$ cat config.mk
export PLATFORM = sky130hd
export DESIGN_NAME = ins_memory_loader
export DESIGN_NICKNAME = d
export VERILOG_FILES = /design/src/rtl/ins_memory_loader_pkg.sv /design/src/rtl/ins_memory_loader_word_checksum.sv /design/src/rtl/ins_memory_loader.sv
export SDC_FILE = /design/constraint.sdc
export NUM_CORES = 1
export LEC_CHECK = 0
export ABC_AREA = 1
export BUFFER_PORTS_ARGS = -buffer_cell sky130_fd_sc_hd__buf_2
export CORE_AREA = 2 2 72 74
export CTS_BUF_LIST = sky130_fd_sc_hd__clkbuf_2
export DETAILED_ROUTE_END_ITERATION = 6
export DIE_AREA = 0 0 74 76
export HOLD_SLACK_MARGIN = 0.03
export SETUP_SLACK_MARGIN = 0.4
export SLEW_MARGIN = 20
export SYNTH_ARGS = -nofsm -noshare
export SYNTH_HDL_FRONTEND = slang
export SYNTH_SLANG_ARGS = --single-unit
$ cat constraint.sdc
create_clock -name clk -period 3.6 [get_ports clk]
set_clock_uncertainty 0.15 [all_clocks]
set_input_delay 0.54 -clock clk [delete_from_list [all_inputs] [get_ports clk]]
set_output_delay 0.54 -clock clk [all_outputs]
set_load 0.005 [all_outputs]
$ cat src/rtl/ins_memory_loader_pkg.sv
// Shared loader definitions: FSM state encodings and default widths used by Full_System.
package ins_memory_loader_pkg;

    typedef enum logic [1:0] {
        LDR_IDLE  = 2'd0,
        LDR_LOAD  = 2'd1,
        LDR_START = 2'd2,
        LDR_ERROR = 2'd3
    } ldr_state_e;

    localparam int LDR_REG_WIDTH = 12;
    localparam int LDR_IM_WIDTH  = 8;

endpackage

$ cat src/rtl/ins_memory_loader_word_checksum.sv
// Running modulo-2**reg_width sum of written program words, cleared at the start of each load.
module ins_memory_loader_word_checksum #(
    parameter int reg_width = 12
) (
    input  logic                 clk_i,
    input  logic                 rst_ni,
    input  logic                 clear_i,
    input  logic                 accumulate_i,
    input  logic [reg_width-1:0] word_i,
    output logic [reg_width-1:0] result_o
);

    logic [reg_width-1:0] sum_q;
    logic [reg_width-1:0] sum_d;

    always_comb begin
        sum_d = sum_q;
        if (clear_i) begin
            sum_d = '0;
        end else if (accumulate_i) begin
            sum_d = sum_q + word_i;
        end
    end

    always_ff @(posedge clk_i or negedge rst_ni) begin
        if (!rst_ni) begin
            sum_q <= '0;
        end else begin
            sum_q <= sum_d;
        end
    end

    assign result_o = sum_q;

endmodule

$ cat src/rtl/ins_memory_loader.sv
// Streams program words into Ins_Memory from address 0 and pulses start after a good load.
// Optional LOADER_CHECKSUM_EN: the last beat carries a checksum and is verified, not written.
module ins_memory_loader
    import ins_memory_loader_pkg::*;
#(
    parameter int reg_width  = LDR_REG_WIDTH,
    parameter int Im_width   = LDR_IM_WIDTH,
    parameter int prog_words = 2 ** Im_width
) (
    input  logic                 clk,
    input  logic                 reset,
    input  logic                 load_req,
    input  logic [reg_width-1:0] in_data,
    input  logic                 in_valid,
    input  logic                 in_last,
    output logic                 in_ready,
    output logic [Im_width-1:0]  im_address,
    output logic [reg_width-1:0] im_data,
    output logic                 im_wren,
    output logic                 start,
    output logic                 busy,
    output logic                 load_err,
    output logic [Im_width:0]    word_count
);

    localparam logic [Im_width:0] LAST_IDX = (Im_width + 1)'(prog_words - 1);

    ldr_state_e           state_q;
    logic                 in_ready_q;
    logic [Im_width-1:0]  im_address_q;
    logic [reg_width-1:0] im_data_q;
    logic                 im_wren_q;
    logic                 start_q;
    logic                 busy_q;
    logic                 load_err_q;
    logic [Im_width:0]    word_count_q;

    logic beat_acc;
    logic write_beat;
    logic at_limit;
    logic load_entry;
    logic ck_ok;

    assign beat_acc   = in_valid && in_ready_q;
    assign at_limit   = (word_count_q == LAST_IDX);
    assign load_entry = load_req && ((state_q == LDR_IDLE) || (state_q == LDR_ERROR));

`ifdef LOADER_CHECKSUM_EN
    logic [reg_width-1:0] csum;

    // The checksum beat itself is excluded from both the memory write and the sum.
    ins_memory_loader_word_checksum #(
        .reg_width (reg_width)
    ) u_word_checksum (
        .clk_i        (clk),
        .rst_ni       (reset),
        .clear_i      (load_entry),
        .accumulate_i (beat_acc && !in_last),
        .word_i       (in_data),
        .result_o     (csum)
    );

    assign write_beat = beat_acc && !in_last;
    assign ck_ok      = (in_data == csum);
`else
    assign write_beat = beat_acc;
    assign ck_ok      = 1'b1;
`endif

    always_ff @(posedge clk or negedge reset) begin
        if (!reset) begin
            state_q      <= LDR_IDLE;
            in_ready_q   <= 1'b0;
            im_address_q <= '0;
            im_data_q    <= '0;
            im_wren_q    <= 1'b0;
            start_q      <= 1'b0;
            busy_q       <= 1'b0;
            load_err_q   <= 1'b0;
            word_count_q <= '0;
        end else begin
            im_wren_q <= 1'b0;
            start_q   <= 1'b0;
            case (state_q)
                LDR_IDLE, LDR_ERROR: begin
                    if (load_req) begin
                        state_q      <= LDR_LOAD;
                        in_ready_q   <= 1'b1;
                        busy_q       <= 1'b1;
                        load_err_q   <= 1'b0;
                        word_count_q <= '0;
                    end
                end
                LDR_LOAD: begin
                    if (write_beat) begin
                        im_wren_q    <= 1'b1;
                        im_address_q <= word_count_q[Im_width-1:0];
                        im_data_q    <= in_data;
                        word_count_q <= word_count_q + 1'b1;
                    end
                    // Overflow stops at the last legal address, so the address never wraps.
                    if (beat_acc) begin
                        if (in_last && ck_ok) begin
                            state_q    <= LDR_START;
                            in_ready_q <= 1'b0;
                        end else if (in_last || at_limit) begin
                            state_q    <= LDR_ERROR;
                            in_ready_q <= 1'b0;
                            busy_q     <= 1'b0;
                            load_err_q <= 1'b1;
                        end
                    end
                end
                LDR_START: begin
                    start_q <= 1'b1;
                    busy_q  <= 1'b0;
                    state_q <= LDR_IDLE;
                end
                default: begin
                    state_q    <= LDR_IDLE;
                    in_ready_q <= 1'b0;
                    busy_q     <= 1'b0;
                end
            endcase
        end
    end

    assign in_ready   = in_ready_q;
    assign im_address = im_address_q;
    assign im_data    = im_data_q;
    assign im_wren    = im_wren_q;
    assign start      = start_q;
    assign busy       = busy_q;
    assign load_err   = load_err_q;
    assign word_count = word_count_q;

endmodule
==> results of run 1 <==
==> area by class of cell <==
type                            instances  area share, %
Sequential cell                        36           45.9
Multi-Input combinational cell        130           31.3
Timing Repair Buffer                   50           12.8
Tap cell                               70           4.46
Inverter                               18           3.57
Clock buffer                            5           1.28
Clock inverter                          3          0.702
==> cells in the final DEF (no fill, tap or decap) <==
master | netlist | final
clkinv_2 | 0 | 2
a21oi_1 | 3 | 3
ha_1 | 4 | 4
o22ai_1 | 2 | 2
nand2_2 | 3 | 3
inv_1 | 16 | 16
nor2_4 | 1 | 1
o21ai_0 | 16 | 16
buf_2 | 2 | 50
clkinv_1 | 0 | 1
o21ai_1 | 1 | 1
nand4_1 | 5 | 5
clkbuf_2 | 0 | 5
a21oi_2 | 1 | 1
dfrtp_1 | 36 | 36
nor2_8 | 1 | 1
nor2_1 | 10 | 10
nand2_1 | 73 | 73
inv_2 | 1 | 1
nand3_1 | 9 | 9
nor3_1 | 1 | 1
inv_4 | 1 | 1
==> flip-flops by register name, summed over array words and instances (netlist names) <==
name,count
in_ready,1
start,1
load_err,1
state_q,2
busy,1
im_data,12
im_address,8
im_wren,1
word_count,9
==> power groups by stage <==
stage	logic [W]	registers (W)	clock network (W)
global placement	0.000582	0.000597	0
detailed placement	0.000586	0.000605	0
CTS	0.000588	0.000597	0.000186
global route	0.000662	0.000611	0.000205
floorplan	0.000375	0.000612	0
finish	0.000575	0.000595	0.000177
==> routing by layer <==
layer	GRT usage, %	vias up	routed length [µm]
met5	0	-	0
met4	6.00	0	59
met3	4.63	7	309
met2	20.9	49	1570
met1	17.7	624	1600
li1	-	705	-
==> stage by stage <==
step | hold slack [ns] | cell area (µm²) | instances | util, % | total power (W)
final | 0.0580 | 1960 | 312 | 39.9 | 0.00135
after floorplan | 0.0944 | 1630 | 189 | - | 0.000987
after detailed placement | 0.307 | 1920 | 304 | 39.1 | 0.00119
after global placement | 0.302 | 1920 | 304 | 39.1 | 0.00118
after CTS | 0.0775 | 1960 | 312 | 39.9 | 0.00137
after global routing | 0.103 | 1960 | 312 | 39.9 | 0.00148
==> critical path, cell delays in order (launching register included) <==
cell and delay (ns):
dfrtp_1 0.50, ha_1 0.25, nand2_1 0.08, inv_1 0.08, nand2_1 0.06, nor3_1 0.18
ha_1 0.21, nor2_1 0.06, nand2_1 0.05, nand2_1 0.07, nor2_1 0.23, nand2_1 0.09
nand2_1 0.06, nand2_1 0.04
==> logic make-up after synthesis <==
logic type               Yosys count  share of synthesized area [%]
buffers and inverters             23                           6.77
adder cells (fa/ha/maj)            4                           3.08
AND/OR/NAND/NOR                  103                           27.3
AO/OA/AOI/OAI                     23                           7.47
flip-flops                        36                           55.4
==> worst min-delay path by stage <==
stage / start / end / slack [ns]
after floorplan: reset / busy / 0.09
after global placement: im_data[5] / im_data[5] / 0.30
after detailed placement: im_data[6] / im_data[6] / 0.31
after CTS: reset / im_data[10] / 0.08
after global routing: reset / im_data[7] / 0.10
final: reset / im_data[10] / 0.06
==> run summary, run 1 <==
Die W -> 74 µm
Final setup TNS -> 0 ns
Total area of sequential cells -> 901 µm²
Gr usage total -> 13.8%
Antenna diodes -> 0
Final Slew Violations -> 0
CTS resizes -> 0
Initial antenna violation count -> 0
Fin crit period -> 2.17 ns
NetSw -> 0.000571 W
Worst-path clk slew -> 0.19 ns
RSZ-0062 raised after global routing -> false
Antenna Nets Post-Route -> 0
Vias/cell -> 4.44
Multi-input gate area -> 614 µm²
Hold Path Class -> in -> async
Setup ws final -> 1.43 ns
Peak Freq -> 460 MHz
Overflow after GRT -> 0
Pleak -> 1.09 nW
# IOs -> 51
Crit path from -> word_count[0]
Cts hold-fix bufs -> 0
First-pass GRT wire length -> 5.95 mm
Final period util -> 60.4%
Setup Fix Bufs, Post-CTS -> 0
Area grow syn2layout -> 20.7%
Post-synth EDFFs -> 0
Cells after synthesis -> 189
Top post-synthesis cells by area -> dfrtp_1 55%, nand2_1 17%, o21ai_0 4.9%
Reg-to-reg setup timing slack -> 1.43 ns
Number of port buffers -> 50
Via count -> 1,385
Dpl hpwl -> 2.56 mm
Longest Clk Path Bufs -> 2
Net switching fraction of the power -> 42.4%
Pin count of the biggest net entering global routing -> 37
Reg power frac -> 44.2%
Die Ht -> 76 µm
Pint -> 0.000777 W
Seq/Total Area, Yosys -> 55.4%
Syn_nets -> 210
Capturing point of the worst reg2reg path -> busy
Synth warn -> 0
Fillers -> 527
Core Area -> 4910 µm²
Initial DRC count -> 59
Synth Area per Inst -> 8.60 µm²
Vias in the first global route -> 1,308
Clk pwr share -> 13.2%
Crit Path Class -> reg -> reg
Worst EP arrival -> 2.33 ns
Max-cap violation count -> 0
Latest clock arrival within the worst-skew pair -> 0.38 ns
Pwr Density -> 687 nW/µm²
Main synth FF type -> dfrtp_1
DR WL/cell -> 11.3 µm
GP Congestion -> 0.844
Residual DRC -> 0
H-tree depth -> 2
Final Hold Fails -> 0
Most common cell in the netlist -> nand2_1
Ys async rst share -> 100%
Worst reg2reg path startpoint -> word_count[0]
Max VDD drop -> 0.223 mV
Number of CTS-inserted buffers -> 5
Synth top area share -> 55.4%
Slew margin rel. -> 47.1%
Clock root buffer -> clkbuf_2
Die area -> 5620 µm²
Synth unique cells -> 21
Synthesized area -> 1630 µm²
Post-synth top area cell -> dfrtp_1
Clock Sinks -> 36
Required @ worst endpoint -> 3.76 ns
Combinational share of power -> 42.7%
Pre-CTS setup slack -> 1.44 ns
Total Nets Final -> 262
Status -> finished, final reports clean
CP endpoint kind -> flop
Layout cells sized above 1 -> 26.9%
Crit start category -> flop
Row cnt -> 26
Commonest cells post-synth -> 73 x nand2_1, 36 x dfrtp_1, 16 x inv_1, 16 x o21ai_0, 10 x nor2_1
Worst reg2reg path depth -> 13
Synth Register Bits -> 36
Routed WL -> 3.54 mm
Initial Util -> 33.1%
Worst Path Max Fanout -> 7
# setup viols final -> 0
CTS tree -> built
Crit path to -> busy
First-pass DRT Iterations -> 4
Worst Tran Pin Value -> 0.793 ns
No activity file was read; power rests on OpenSTA's default activity.
==> run 2: changes to the inputs <==
--- a/config.mk
+++ b/config.mk
@@ -5,12 +5,12 @@
 export SDC_FILE = /design/constraint.sdc
 export NUM_CORES = 1
 export LEC_CHECK = 0
-export ABC_AREA = 1
+export ABC_AREA = 0
 export BUFFER_PORTS_ARGS = -buffer_cell sky130_fd_sc_hd__buf_2
-export CORE_AREA = 2 2 72 74
+export CORE_AREA = 2 2 70 72
 export CTS_BUF_LIST = sky130_fd_sc_hd__clkbuf_2
 export DETAILED_ROUTE_END_ITERATION = 6
-export DIE_AREA = 0 0 74 76
+export DIE_AREA = 0 0 72 74
 export HOLD_SLACK_MARGIN = 0.03
 export SETUP_SLACK_MARGIN = 0.4
 export SLEW_MARGIN = 20
==> constraint.sdc (replaced) <==
create_clock -name clk -period 2.1 [get_ports clk]
set_clock_uncertainty 0.15 [all_clocks]
set_input_delay 0.315 -clock clk [delete_from_list [all_inputs] [get_ports clk]]
set_output_delay 0.315 -clock clk [all_outputs]
set_load 0.005 [all_outputs]
==> run 2 against run 1 <==
  * Synthesized area down 5.2%
  * Cell count decreased by 19%
  * Clock power is 140% higher
  * Highest routed layer unchanged
==> run summary, run 2 <==
Row cnt -> 25 (-3.8%)
Seq/Total Area, Yosys -> 58.4% (+3.0 points)
Pleak -> 1.08 nW (-0.88%)
Die area -> 5330 µm² (-5.3%)
Slew margin rel. -> 46.9% (-0.21 points)
Clock Sinks -> 36 (unchanged)
Commonest non-fill, non-tap cell in the layout -> buf_2
Antenna diodes -> 0 (unchanged)
Commonest cells post-synth -> 36 x dfrtp_1, 18 x mux2_2, 12 x nor2_1, 8 x inv_1, 7 x nand2_1
Vias in the first global route -> 1,227 (-6.2%)
Crit path max-delay cell type -> dfrtp_2
Top post-synthesis cells by area -> dfrtp_1 58%, mux2_2 13%, ha_1 3.2%
Total Nets Final -> 219 (-16%)
Clock root buffer -> clkbuf_2
Final Hold Fails -> 0 (unchanged)
Cells after synthesis -> 125 (-34%)
Worst-path clk slew -> 0.17 ns (-0.02 ns)
RSZ-0062 raised after global routing -> true
Synth Register Bits -> 36 (unchanged)
Initial Util -> 33.5% (+0.44 points)
DR WL/cell -> 13.7 µm (+20%)
Largest stage delay, worst path -> 0.47 ns (-0.03 ns)
Synthesized area -> 1540 µm² (-5.2%)
Via count -> 1,204 (-13%)
Routed WL -> 3.46 mm (-2.4%)
Synth warn -> 0 (unchanged)
Pin count of the biggest net entering global routing -> 37 (unchanged)
Syn_nets -> 146 (-30%)
Hold Path Class -> in -> reg
Initial DRC count -> 21 (-64%)
Residual DRC -> 0 (unchanged)
Max VDD drop -> 0.634 mV (+180%)
Core Area -> 4600 µm² (-6.4%)
Peak Freq -> 569 MHz (+24%)
H-tree depth -> 2 (unchanged)
Antenna Nets Post-Route -> 0 (unchanged)
Layout cells sized above 1 -> 50.3% (+23 points)
Power Total -> 0.00271 W (+100%)
Vias/cell -> 4.76 (+7.2%)
Synth Area per Inst -> 12.3 µm² (+43%)
Gr usage total -> 13.6% (-0.15 points)
Overflow after GRT -> 0 (unchanged)
Initial antenna violation count -> 0 (unchanged)
Synth top area share -> 58.4% (+3.0 points)
Final cell count without fillers -> 253 (-19%)
Status -> finished, final reports clean
Main synth FF type -> dfrtp_1
Number of port buffers -> 50 (unchanged)
GP Congestion -> 0.862 (+2.1%)
Number of CTS-inserted buffers -> 5 (unchanged)
First-pass GRT wire length -> 5.45 mm (-8.3%)
Die Ht -> 74 µm (-2.6%)
Post-synth EDFFs -> 0 (unchanged)
Setup ws final -> 0.343 ns (-1.08 ns)
Dpl hpwl -> 2.31 mm (-9.7%)
Crit Path Class -> reg -> reg
Die W -> 72 µm (-2.7%)
WHS -> 0.167 ns (+0.109 ns)
Required @ worst endpoint -> 2.23 ns (-1.53 ns)
Final Slew Violations -> 0 (unchanged)
Post-Place Cells -> 226 (-26%)
Fin crit period -> 1.76 ns (-0.417 ns)
Post-synth top area cell -> dfrtp_1
# setup viols final -> 0 (unchanged)
Worst Tran Pin Value -> 0.796 ns (+0.00313 ns)
Pwr Density -> 1240 nW/µm² (+81%)
Synth unique cells -> 29 (+38%)
CP endpoint kind -> flop
Most common cell in the netlist -> dfrtp_1
Area grow syn2layout -> 41.4%
First-pass DRT Iterations -> 4 (unchanged)
Max FFs per register -> 12 (unchanged)
Max-cap violation count -> 0 (unchanged)
Latest clock arrival within the worst-skew pair -> 0.39 ns (about the same)
Worst EP arrival -> 1.89 ns (-0.44 ns)
Pre-CTS setup slack -> 0.306 ns (-1.13 ns)
Commonest non-fill, non-tap cells in the layout -> 50 x buf_2, 33 x dfrtp_1, 18 x mux2_2, 13 x dlygate4sd3_1, 10 x nor2_1
# IOs -> 51 (unchanged)
Worst Path Max Fanout -> 7 (unchanged)
Crit start category -> flop
Final period util -> 83.6% (+23 points)
CP cell instances -> inv_2 > ha_4 > a21boi_4 > nor2_1 > nand2_1 > mux2_1
Final setup TNS -> 0 ns (unchanged)
Ys async rst share -> 100% (unchanged)
CTS tree -> built
Longest Clk Path Bufs -> 2 (unchanged)
## run 2: repair_timing
action,4_1_cts,5_1_grt
hold buffers,13,0
endpoints found under the hold margin,48,0
buffers inserted,5,1
gates resized for setup,5,9
pin swaps,3,1
endpoints found under the setup margin,29,29
## run 2: power breakdown
group          leakage (nW)  switching [W]  internal [W]
Sequential            0.460       0.000136      0.000921
Combinational         0.580       0.000569      0.000655
Clock                0.0390       0.000231      0.000199
## run 2: metrics by stage
step           instance area (µm²)  utilization [%]
4_1_cts                       2130             46.4
2_1_floorplan                 1570                -
5_1_grt                       2180             47.4
3_5_place_dp                  1870             40.8
6_report                      2180             47.4
3_3_place_gp                  1870             40.8
## run 2: worst paths after layout
path / start / slack, ns / to / cells past startpoint
setup / recovery: state_q[1] / 0.34 / busy / 6
hold / removal: in_last / 0.17 / load_err / 4
setup reg to reg: state_q[1] / 0.34 / busy / 6
hold reg to reg: im_address[5] / 0.36 / im_address[5] / 2
max in group asynchronous: reset / 0.85 / state_q[1] / 2
min in group asynchronous: reset / 0.40 / im_address[7] / 2
## run 2: area by class of cell
| cell class | instances | area [µm²] |
|---|---|---|
| multi-input combinational | 77 | 657 |
| inverter | 8 | 30.0 |
| timing repair buffer | 70 | 453 |
| clock inverter | 3 | 42.5 |
| sequential | 36 | 905 |
| tap | 54 | 67.6 |
| clock buffer | 5 | 25.0 |
| fill | 425 | 2420 |
## run 2: critical path, delay by kind of cell (launching register included)
kind / cells / cell delay, ns
AO/OA/AOI/OAI: 1 / 0.31
adder cells (fa/ha/maj): 1 / 0.17
buffers and inverters: 1 / 0.08
flip-flops: 1 / 0.47
multiplexers: 1 / 0.31
AND/OR/NAND/NOR: 2 / 0.18
## run 2: logic make-up (layout without fill, tap and decap cells)
group	Yosys count	count (layout)	share of synthesized area, %
compound gates	13	13	6.17
xor+xnor	5	5	2.84
fa+ha+maj	4	4	3.25
buf+inv	12	86	3.17
flops	36	36	58.4
mux	20	20	14.8
simple gates	35	35	11.4
## run 2: layer usage
| metal | GRT usage [%] | vias up | part of all wire (%) |
|---|---|---|---|
| met5 | 0 | - | 0 |
| met4 | 5.24 | 0 | 1.4 |
| met3 | 4.34 | 6 | 6.9 |
| met2 | 24.1 | 49 | 49 |
| met1 | 15.5 | 573 | 43 |
| li1 | - | 576 | - |
==> run 3: changes to the inputs <==
==> constraint.sdc (replaced) <==
create_clock -name clk -period 1.8 [get_ports clk]
set_clock_uncertainty 0.15 [all_clocks]
set_input_delay 0.27 -clock clk [delete_from_list [all_inputs] [get_ports clk]]
set_output_delay 0.27 -clock clk [all_outputs]
set_load 0.005 [all_outputs]
==> run 3 against run 2 <==
  * The run now ends with negative setup slack left
  * Count of clock-buffer cells in the layout unchanged
  * Clock power is 20% higher
  * Global-route usage up 1.5 points
  * Via count increased by 14%
  * Power is 47% higher
  * Maximum frequency fell by 2.8%
  * Critical endpoint is now word_count[2]
  * Largest power group unchanged
==> run summary, run 3 (synthesis gave the netlist of run 2 again) <==
Pwr Density -> 1500 nW/µm² (+20%)
DR WL/cell -> 14.7 µm (+7.8%)
Die W -> 72 µm (unchanged)
Crit path max-delay cell type -> dfrtp_2
Worst-path clk slew -> 0.18 ns (about the same)
Failing checks -> negative setup slack
Core Area -> 4600 µm² (unchanged)
Gr usage total -> 15.1% (+1.5 points)
Max-cap violation count -> 0 (unchanged)
Post-layout util -> 57.9% (+10 points)
Max FFs per register -> 12 (unchanged)
Latest clock arrival within the worst-skew pair -> 0.41 ns (+0.02 ns)
Pleak -> 1.38 nW (+28%)
# setup viols final -> 1 (+1)
H-tree depth -> 2 (unchanged)
Antenna Nets Post-Route -> 0 (unchanged)
Total Nets Final -> 255 (+16%)
Peak Freq -> 554 MHz (-2.8%)
CP cell instances -> ha_4 > mux2i_4 > buf_6 > nor3b_2 > xnor2_1 > nor2_1
CP endpoint kind -> flop
Die Ht -> 74 µm (unchanged)
RSZ-0062 raised after global routing -> true
CTS tree -> built
Post-Place Cells -> 238 (+5.3%)
Residual DRC -> 0 (unchanged)
Via count -> 1,376 (+14%)
Number of port buffers -> 50 (unchanged)
Die area -> 5330 µm² (unchanged)
Overflow after GRT -> 0 (unchanged)
Number of CTS-inserted buffers -> 5 (unchanged)
Commonest non-fill, non-tap cell in the layout -> buf_2
Largest stage delay, worst path -> 0.48 ns (about the same)
Worst EP arrival -> 1.96 ns (+0.07 ns)
Crit start category -> flop
Hold Path Class -> in -> reg
Initial Util -> 33.5% (unchanged)
Layout cells sized above 1 -> 62.1% (+12 points)
Crit Path Class -> reg -> reg
Antenna diodes -> 0 (unchanged)
Setup ws final -> -0.00640 ns (-0.350 ns)
Dpl hpwl -> 2.40 mm (+4.1%)
Required @ worst endpoint -> 1.95 ns (-0.28 ns)
Clock root buffer -> clkbuf_2
Commonest non-fill, non-tap cells in the layout -> 44 x buf_2, 34 x dfrtp_1, 28 x buf_4, 19 x buf_6, 18 x mux2_4
CP delay by family, top -> flip-flops
Status -> complete, but fails checks
Vias in the first global route -> 1,334 (+8.7%)
Slew margin rel. -> 69.4% (+22 points)
Area grow syn2layout -> 72.6%
Final period util -> 100% (+17 points)
Final cell count without fillers -> 289 (+14%)
Final Hold Fails -> 0 (unchanged)
Clock Sinks -> 36 (unchanged)
Row cnt -> 25 (unchanged)
Buf/Inv on CP -> 1 (unchanged)
# IOs -> 51 (unchanged)
Worst Path Max Fanout -> 5 (-2)
Pin count of the biggest net entering global routing -> 37 (unchanged)
Longest Clk Path Bufs -> 2 (unchanged)
Max VDD drop -> 0.783 mV (+24%)
Vias/cell -> 4.76 (about the same)
Worst Tran Pin Value -> 0.459 ns (-0.336 ns)
Power Total -> 0.00398 W (+47%)
GP Congestion -> 0.760 (-12%)
Routed WL -> 4.26 mm (+23%)
Fin crit period -> 1.81 ns (+0.0498 ns)
Initial antenna violation count -> 0 (unchanged)
Final Slew Violations -> 0 (unchanged)
Final setup TNS -> -0.00640 ns (-0.00640 ns)
First-pass GRT wire length -> 6.06 mm (+11%)
Initial DRC count -> 40 (+90%)
First-pass DRT Iterations -> 4 (unchanged)
-- run 3: cell types whose count changed in the layout (fill, tap and decap cells not counted), moves of 2 or more --
cell / change
buf_4: +23
buf_6: +19
mux2_2: -18
mux2_4: +18
buf_2: -6
inv_1: -3
inv_2: +3
nand2_1: -2
nand2_2: +2
o21ai_0: -2
o21ai_2: +2
-- run 3: routing by layer --
metal  wire, µm  track usage, %
met1       1810            18.0
met2       2120            25.2
met3        249            4.20
met4         81            7.97
met5          0               0
-- run 3: path summary, 6_finish.rpt --
check,start,end,slack (ns),cells past startpoint
max in group asynchronous,reset,state_q[1],0.90,3
worst min-delay path,in_last,load_err,0.11,4
min in group asynchronous,reset,im_data[10],0.25,3
worst max register to register,state_q[1],word_count[2],-0.006,6
worst min register to register,busy,busy,0.37,1
worst max-delay path,state_q[1],word_count[2],-0.006,6
-- run 3: area by class of cell --
| type | instances | area, µm² |
|---|---|---|
| Fill cell | 372 | 1940 |
| Clock buffer | 5 | 25.0 |
| Clock inverter | 3 | 42.5 |
| Timing Repair Buffer | 106 | 820 |
| Sequential cell | 36 | 903 |
| Inverter | 8 | 30.0 |
| Multi-Input combinational cell | 77 | 772 |
| Tap cell | 54 | 67.6 |
-- run 3: report_power, final --
group | leakage, nW | internal (W) | switching [W]
Combinational | 0.878 | 0.00131 | 0.000907
Sequential | 0.462 | 0.00108 | 0.000168
Clock | 0.0390 | 0.000232 | 0.000284
Total | 1.38 | 0.00262 | 0.00136
-- run 3: tightest hold or removal path, stage by stage --
cell,delay [ns]
buf_2,0.12
inv_1,0.08
a31oi_1,0.08
nor2_1,0.08
-- run 3: metrics by stage --
step | cell area [µm²] | hold WS (ns) | worst slack (ns)
2_1_floorplan | 1580 | -0.176 | 0.0939
3_3_place_gp | 1980 | 0.179 | 0.0442
3_5_place_dp | 1980 | 0.193 | 0.00236
4_1_cts | 2430 | 0.0400 | 0.0245
5_1_grt | 2660 | 0.0895 | -0.115
6_report | 2660 | 0.110 | -0.00640
-- run 3: repair_timing --
item,in CTS,in global routing
endpoints found under the hold margin,48,0
pin swaps,7,7
hold buffers,13,0
endpoints found under the setup margin,51,68
buffers inserted,15,14
gates cloned,0,1
resized for setup,32,28
